--- src/rtl/elevator_scheduler.sv ---
// Three-floor elevator scheduler: latches floor calls, picks targets with SCAN
// ordering and sequences IDLE -> MOVE -> DOOR with registered outputs.
module elevator_scheduler #(
    parameter int MOVE_CYCLES = 4,
    parameter int DOOR_CYCLES = 3
) (
    input  logic       clk,
    input  logic       rst,
    input  logic [2:0] call,
    output logic       r1,
    output logic       r2,
    output logic       r3,
    output logic [2:0] floor,
    output logic       door_open,
    output logic       dir_up,
    output logic       busy,
    output logic [2:0] pend
);
    localparam logic [1:0] IDLE = 2'd0;
    localparam logic [1:0] MOVE = 2'd1;
    localparam logic [1:0] DOOR = 2'd2;

    localparam int CW = $clog2(2*MOVE_CYCLES + DOOR_CYCLES + 1);
    localparam logic [CW-1:0] MV1 = CW'(MOVE_CYCLES - 1);
    localparam logic [CW-1:0] MV2 = CW'(2*MOVE_CYCLES - 1);
    localparam logic [CW-1:0] DR  = CW'(DOOR_CYCLES - 1);

    logic [1:0]    state, state_n;
    logic [CW-1:0] cnt, cnt_n;
    logic [2:0]    target, target_n;
    logic [2:0]    rq, rq_n;
    logic [2:0]    floor_n, pend_n;
    logic          dir_n, door_n;

    logic [2:0] above, below, up_pick, dn_pick, call_eff, pn, tgt;
    logic       go_up, dist2;

    always_comb begin
        // Pending floors strictly above / below the car, nearest picked first
        above   = pend & {~floor[2], floor[0], 1'b0};
        below   = pend & {1'b0, floor[2], ~floor[0]};
        up_pick = above[1] ? 3'b010 : (above[2] ? 3'b100 : 3'b000);
        dn_pick = below[1] ? 3'b010 : (below[0] ? 3'b001 : 3'b000);
        go_up   = dir_up ? (|above) : ~(|below);
        tgt     = go_up ? up_pick : dn_pick;
        dist2   = (floor[0] & tgt[2]) | (floor[2] & tgt[0]);

        // With the door open, a call for this floor only holds the door
        call_eff = (state == DOOR) ? (call & ~floor) : call;
        pn       = pend | call_eff;

        state_n  = state;
        cnt_n    = cnt;
        target_n = target;
        rq_n     = 3'b000;
        floor_n  = floor;
        pend_n   = pn;
        dir_n    = dir_up;
        door_n   = door_open;

        case (state)
            IDLE: begin
                if (|(pn & floor)) begin
                    state_n = DOOR;
                    pend_n  = pn & ~floor;
                    cnt_n   = DR;
                    door_n  = 1'b1;
                end else if (|pend) begin
                    state_n  = MOVE;
                    target_n = tgt;
                    rq_n     = tgt;
                    dir_n    = go_up;
                    cnt_n    = dist2 ? MV2 : MV1;
                end
            end
            MOVE: begin
                if (cnt == '0) begin
                    state_n = DOOR;
                    floor_n = target;
                    pend_n  = pn & ~target;
                    cnt_n   = DR;
                    door_n  = 1'b1;
                end else begin
                    cnt_n = cnt - CW'(1);
                end
            end
            DOOR: begin
                if (|(call & floor)) begin
                    cnt_n = DR;
                end else if (cnt == '0) begin
                    state_n = IDLE;
                    door_n  = 1'b0;
                end else begin
                    cnt_n = cnt - CW'(1);
                end
            end
            default: begin
                state_n = IDLE;
                cnt_n   = '0;
                door_n  = 1'b0;
            end
        endcase
    end

    always_ff @(posedge clk) begin
        if (rst) begin
            state     <= IDLE;
            cnt       <= '0;
            target    <= 3'b001;
            rq        <= 3'b000;
            floor     <= 3'b001;
            pend      <= 3'b000;
            dir_up    <= 1'b1;
            door_open <= 1'b0;
            busy      <= 1'b0;
        end else begin
            state     <= state_n;
            cnt       <= cnt_n;
            target    <= target_n;
            rq        <= rq_n;
            floor     <= floor_n;
            pend      <= pend_n;
            dir_up    <= dir_n;
            door_open <= door_n;
            busy      <= (state_n != IDLE);
        end
    end

    assign r1 = rq[0];
    assign r2 = rq[1];
    assign r3 = rq[2];

endmodule

--- config.mk ---
export PLATFORM = sky130hd
export DESIGN_NAME = elevator_scheduler
export DESIGN_NICKNAME = d
export VERILOG_FILES = /design/src/rtl/elevator_scheduler.sv
export SDC_FILE = /design/constraint.sdc
export NUM_CORES = 1
export LEC_CHECK = 0
export BUFFER_PORTS_ARGS = -buffer_cell sky130_fd_sc_hd__buf_4
export CAP_MARGIN = 20
export CORE_AREA = 2 2 48 50
export CTS_BUF_LIST = sky130_fd_sc_hd__clkbuf_8 sky130_fd_sc_hd__clkbuf_16
export DETAILED_ROUTE_END_ITERATION = 10
export DIE_AREA = 0 0 50 52
export HOLD_SLACK_MARGIN = 0.08
export PLACE_DENSITY = 0.73
export SLEW_MARGIN = 0
export SYNTH_ARGS = -nofsm -noshare
export SYNTH_HDL_FRONTEND = slang
export SYNTH_SLANG_ARGS = --single-unit
--- constraint.sdc ---
create_clock -name clk -period 2.54 [get_ports clk]
set_clock_uncertainty 0.1 [all_clocks]
set_input_delay 0.381 -clock clk [delete_from_list [all_inputs] [get_ports clk]]
set_output_delay 0.381 -clock clk [all_outputs]
set_load 0.005 [all_outputs]
==> flow_results.xml <==
<?xml version="1.0" encoding="UTF-8"?>
<metrics>
  <group name="grt">
    <metric name="grt_pass1_vias" unit="">836</metric>
    <metric name="grt_start_max_net_pins" unit="">18</metric>
    <metric name="antenna_violations_before_repair" unit="">0</metric>
    <metric name="globalRouteOverflowTotal" unit="">0</metric>
    <metric name="grt_pass1_wl" unit="um">3810</metric>
    <metric name="global_route.usage.total" unit="">0.191</metric>
  </group>
  <group name="setup_path">
    <metric name="worstPathArrival" unit="ns">2.12</metric>
    <metric name="critical_path_cell_with_the_highest_stage_delay" unit="">a222oi_1</metric>
    <metric name="cp.buffers_inverters" unit="">1</metric>
    <metric name="critical_path_fanouts_max" unit="">10</metric>
    <metric name="cp_top_family" unit="">compound AO/OA/AOI/OAI gates</metric>
    <metric name="critical_path.max_stage_delay" unit="ns">0.65</metric>
    <metric name="crit_path_cell_trace" unit="">a222oi_1 &gt; nand3_1 &gt; o211ai_2 &gt; inv_1 &gt; a221o_1</metric>
    <metric name="worst-endpoint-required" unit="ns">2.59</metric>
    <metric name="setup.worst_path.class" unit="">flip-flop to flip-flop</metric>
    <metric name="worstSetupEndpointType" unit="">flip-flop</metric>
    <metric name="startpoint_type" unit="">flip-flop</metric>
  </group>
  <group name="yosys">
    <metric name="synth-simple-area-share" unit="">0.269</metric>
    <metric name="synthesis.yosys.warnings" unit="">0</metric>
    <metric name="ys_seq_area_frac" unit="">0.402</metric>
    <metric name="netlist_area_pre_place" unit="um2">1050</metric>
    <metric name="synth_nets" unit="">133</metric>
    <metric name="synth_flop_cell" unit="">dfxtp_1</metric>
    <metric name="yosysUniqueCellTypes" unit="">41</metric>
    <metric name="edff_count_synth" unit="">0</metric>
    <metric name="post_synth_xor_area_fraction" unit="">0</metric>
    <metric name="ys_async_sr_fraction" unit="">0</metric>
    <metric name="synth-seq-cells" unit="">21</metric>
    <metric name="synthMuxAreaShare" unit="">0.0299</metric>
    <metric name="synth.avg_cell_area" unit="um2">8.30</metric>
    <metric name="synth_compound_gate_area_share" unit="">0.228</metric>
    <metric name="main_combinational_cell_family_by_area_after_synthesis" unit="">simple AND/OR/NAND/NOR gates</metric>
    <metric name="adder_cell_fraction_of_synth_area" unit="">0.0239</metric>
    <metric name="post_synth_inst_count" unit="">126</metric>
  </group>
  <group name="placed_design">
    <metric name="gpl.final_weighted_congestion" unit="">0.836</metric>
    <metric name="place.port_buffers" unit="">16</metric>
    <metric name="hpwl" unit="um">1640</metric>
    <metric name="inst_count_dp" unit="">166</metric>
  </group>
  <group name="layout">
    <metric name="multi_input_comb_area" unit="um2">577</metric>
    <metric name="final-seq-area" unit="um2">420</metric>
    <metric name="n_diodes" unit="">0</metric>
    <metric name="layout.filler_cells" unit="">207</metric>
    <metric name="finish.cell_count_without_fillers" unit="">170</metric>
    <metric name="drive_above_1_share" unit="">0.190</metric>
    <metric name="nNetsFinal" unit="">150</metric>
    <metric name="area_growth" unit="%">17.7</metric>
  </group>
  <group name="floorplanning">
    <metric name="fp.dieArea" unit="um2">2600</metric>
    <metric name="core_area" unit="um2">2110</metric>
    <metric name="fp.dieW" unit="um">50</metric>
    <metric name="rows" unit="">17</metric>
    <metric name="effective_utilization_at_floorplan" unit="">0.497</metric>
    <metric name="pin_count" unit="">17</metric>
    <metric name="die_height" unit="um">52</metric>
  </group>
  <group name="sta">
    <metric name="slew-limit-headroom" unit="">0.573</metric>
    <metric name="timing.final.crit_period" unit="ns">2.07</metric>
    <metric name="finalSetupViolCount" unit="">0</metric>
    <metric name="finalCritPeriodShare" unit="">0.816</metric>
    <metric name="max_freq" unit="MHz">483</metric>
    <metric name="setup_total_negative_slack" unit="ns">0</metric>
    <metric name="tightestPinTransition" unit="ns">0.640</metric>
    <metric name="rsz0062_at_grt" unit="">no</metric>
    <metric name="final-hold-violation-count" unit="">0</metric>
    <metric name="final-max-slew-violation-count" unit="">0</metric>
  </group>
  <group name="clocking">
    <metric name="cts_num_sinks" unit="">21</metric>
    <metric name="cts_inserted_buffers" unit="">3</metric>
    <metric name="clockRootBuffer" unit="">clkbuf_8</metric>
    <metric name="cts.htree.levels" unit="">1</metric>
    <metric name="tritoncts" unit="">yes</metric>
    <metric name="clock_path_buffers" unit="">2</metric>
    <metric name="clkTransAtPathRegs" unit="ns">0.07</metric>
    <metric name="hold_buffer_count_at_cts" unit="">0</metric>
    <metric name="post_cts.resized_instances" unit="">0</metric>
    <metric name="clock_latency" unit="ns">0.26</metric>
    <metric name="cts.repair_timing.setup_buffer_count" unit="">0</metric>
  </group>
  <group name="power_and_ir_drop">
    <metric name="design_power_total" unit="W">0.000858</metric>
    <metric name="power_density" unit="nW/um2">697</metric>
    <metric name="switching_share" unit="">0.314</metric>
    <metric name="internal-power" unit="W">0.000589</metric>
    <metric name="total_switching_power" unit="W">0.000269</metric>
    <metric name="comb_power_share" unit="">0.274</metric>
    <metric name="p_seq_frac" unit="">0.481</metric>
    <metric name="pwr-share-clk" unit="">0.245</metric>
    <metric name="ir_worst_vdd" unit="V">0.000411</metric>
    <metric name="p_leak" unit="nW">0.503</metric>
  </group>
  <group name="drt">
    <metric name="drt-total-wl" unit="um">2290</metric>
    <metric name="detailroute.via_count" unit="">954</metric>
    <metric name="dr_wl_cell" unit="um">13.5</metric>
    <metric name="detail_route.vias_per_cell" unit="">5.61</metric>
    <metric name="postRouteAntennaNets" unit="">0</metric>
    <metric name="drt-initial-drc-count" unit="">27</metric>
    <metric name="first_pass_iters" unit="">5</metric>
    <metric name="detail_route.drc_violations" unit="">0</metric>
  </group>
  <group name="hold_path">
    <metric name="hold_path.class" unit="">input port to flip-flop</metric>
  </group>
  <group name="job">
    <metric name="drv.max_cap_violation_count" unit="">0</metric>
  </group>
  <group name="run_status">
    <metric name="run_status" unit="">finished clean</metric>
  </group>
</metrics>
[metrics by stage]
stage / hold WS (ns) / instance area (um2) / worst slack [ns] / util
after CTS: 0.323 / 1230 / 0.500 / 0.585
after global routing: 0.339 / 1230 / 0.271 / 0.585
after global placement: 0.336 / 1190 / 0.515 / 0.563
final: 0.327 / 1230 / 0.468 / 0.585
after detailed placement: 0.348 / 1190 / 0.486 / 0.563
after floorplan: 0.336 / 1050 / 0.622 / -
[sequential cells by signal, summed over array words and instances (netlist names)]
register	count
cnt	4
target	3
busy	1
state	2
floor	3
pend	3
door_open	1
rq	3
dir_up	1
[final cells by class]
class | count | area share
Inverter | 5 | 0.0152
Multi-Input combinational cell | 94 | 0.468
Sequential cell | 21 | 0.341
Tap cell | 28 | 0.0285
Timing Repair Buffer | 18 | 0.110
Clock inverter | 1 | 0.00305
Clock buffer | 3 | 0.0335
[power by group through the flow]
stage | combinational, W | clock, W | sequential [W]
2_1_floorplan | 0.000173 | 0 | 0.000399
3_3_place_gp | 0.000231 | 0 | 0.000418
3_5_place_dp | 0.000234 | 0 | 0.000420
4_1_cts | 0.000235 | 0.000216 | 0.000412
5_1_grt | 0.000264 | 0.000224 | 0.000419
6_report | 0.000235 | 0.000211 | 0.000412
[layout by cell type (no fill, tap or decap), drive strengths merged, types with 2 or more instances in the layout]
| master | n |
|---|---|
| or3 | 2 |
| dfxtp | 21 |
| a21boi | 2 |
| inv | 6 |
| buf | 18 |
| nand4 | 2 |
| a21oi | 11 |
| nand3 | 5 |
| nor2 | 6 |
| ha | 2 |
| o21ai | 9 |
| nand2 | 14 |
| nor2b | 2 |
| mux2i | 2 |
| or2b | 2 |
| a211o | 2 |
| o211ai | 2 |
| nand2b | 4 |
| o22ai | 2 |
| clkbuf | 3 |
| nor3 | 7 |
| or2 | 2 |
[path summary, 6_finish.rpt]
| kind | slack (ns) | cells after the start | startpoint | end |
|---|---|---|---|---|
| max | 0.47 | 5 | floor[2] | cnt[2] |
| min | 0.33 | 2 | rst | target[2] |
| max reg2reg | 0.47 | 5 | floor[2] | cnt[2] |
| min reg2reg | 0.36 | 2 | door_open | door_open |
[cell families after synthesis]
family	after synthesis
buffers and inverters	11
and+or+nand+nor	52
muxes	3
AOI/OAI and AO/OA	37
DFF	21
adders and majority gates	2
[metal layers]
metal,routed length [um],track usage,vias up,part of all wire
met2,1130,0.329,20,0.49
met5,0,0,-,0
met4,9,0.0880,0,0.0039
met3,82,0.0230,2,0.036
li1,-,-,482,-
met1,1070,0.238,450,0.47
[cells in the mapped netlist, drive strengths merged (2+ instances only)]
library cell | number | area, um2
a211o | 2 | 17.5
a21boi | 2 | 15.0
a21oi | 11 | 55.1
clkbuf | 5 | 18.8
dfxtp | 21 | 420
ha | 2 | 25.0
inv | 5 | 18.8
mux2i | 2 | 20.0
nand2 | 14 | 52.6
nand2b | 4 | 25.0
nand3 | 5 | 25.0
nand4 | 2 | 18.8
nor2 | 6 | 22.5
nor2b | 2 | 12.5
nor3 | 7 | 35.0
o211ai | 2 | 20.0
o21ai | 9 | 45.0
o22ai | 2 | 12.5
or2 | 2 | 12.5
or2b | 2 | 15.0
or3 | 2 | 12.5
Power figures use the tool's default switching activity.
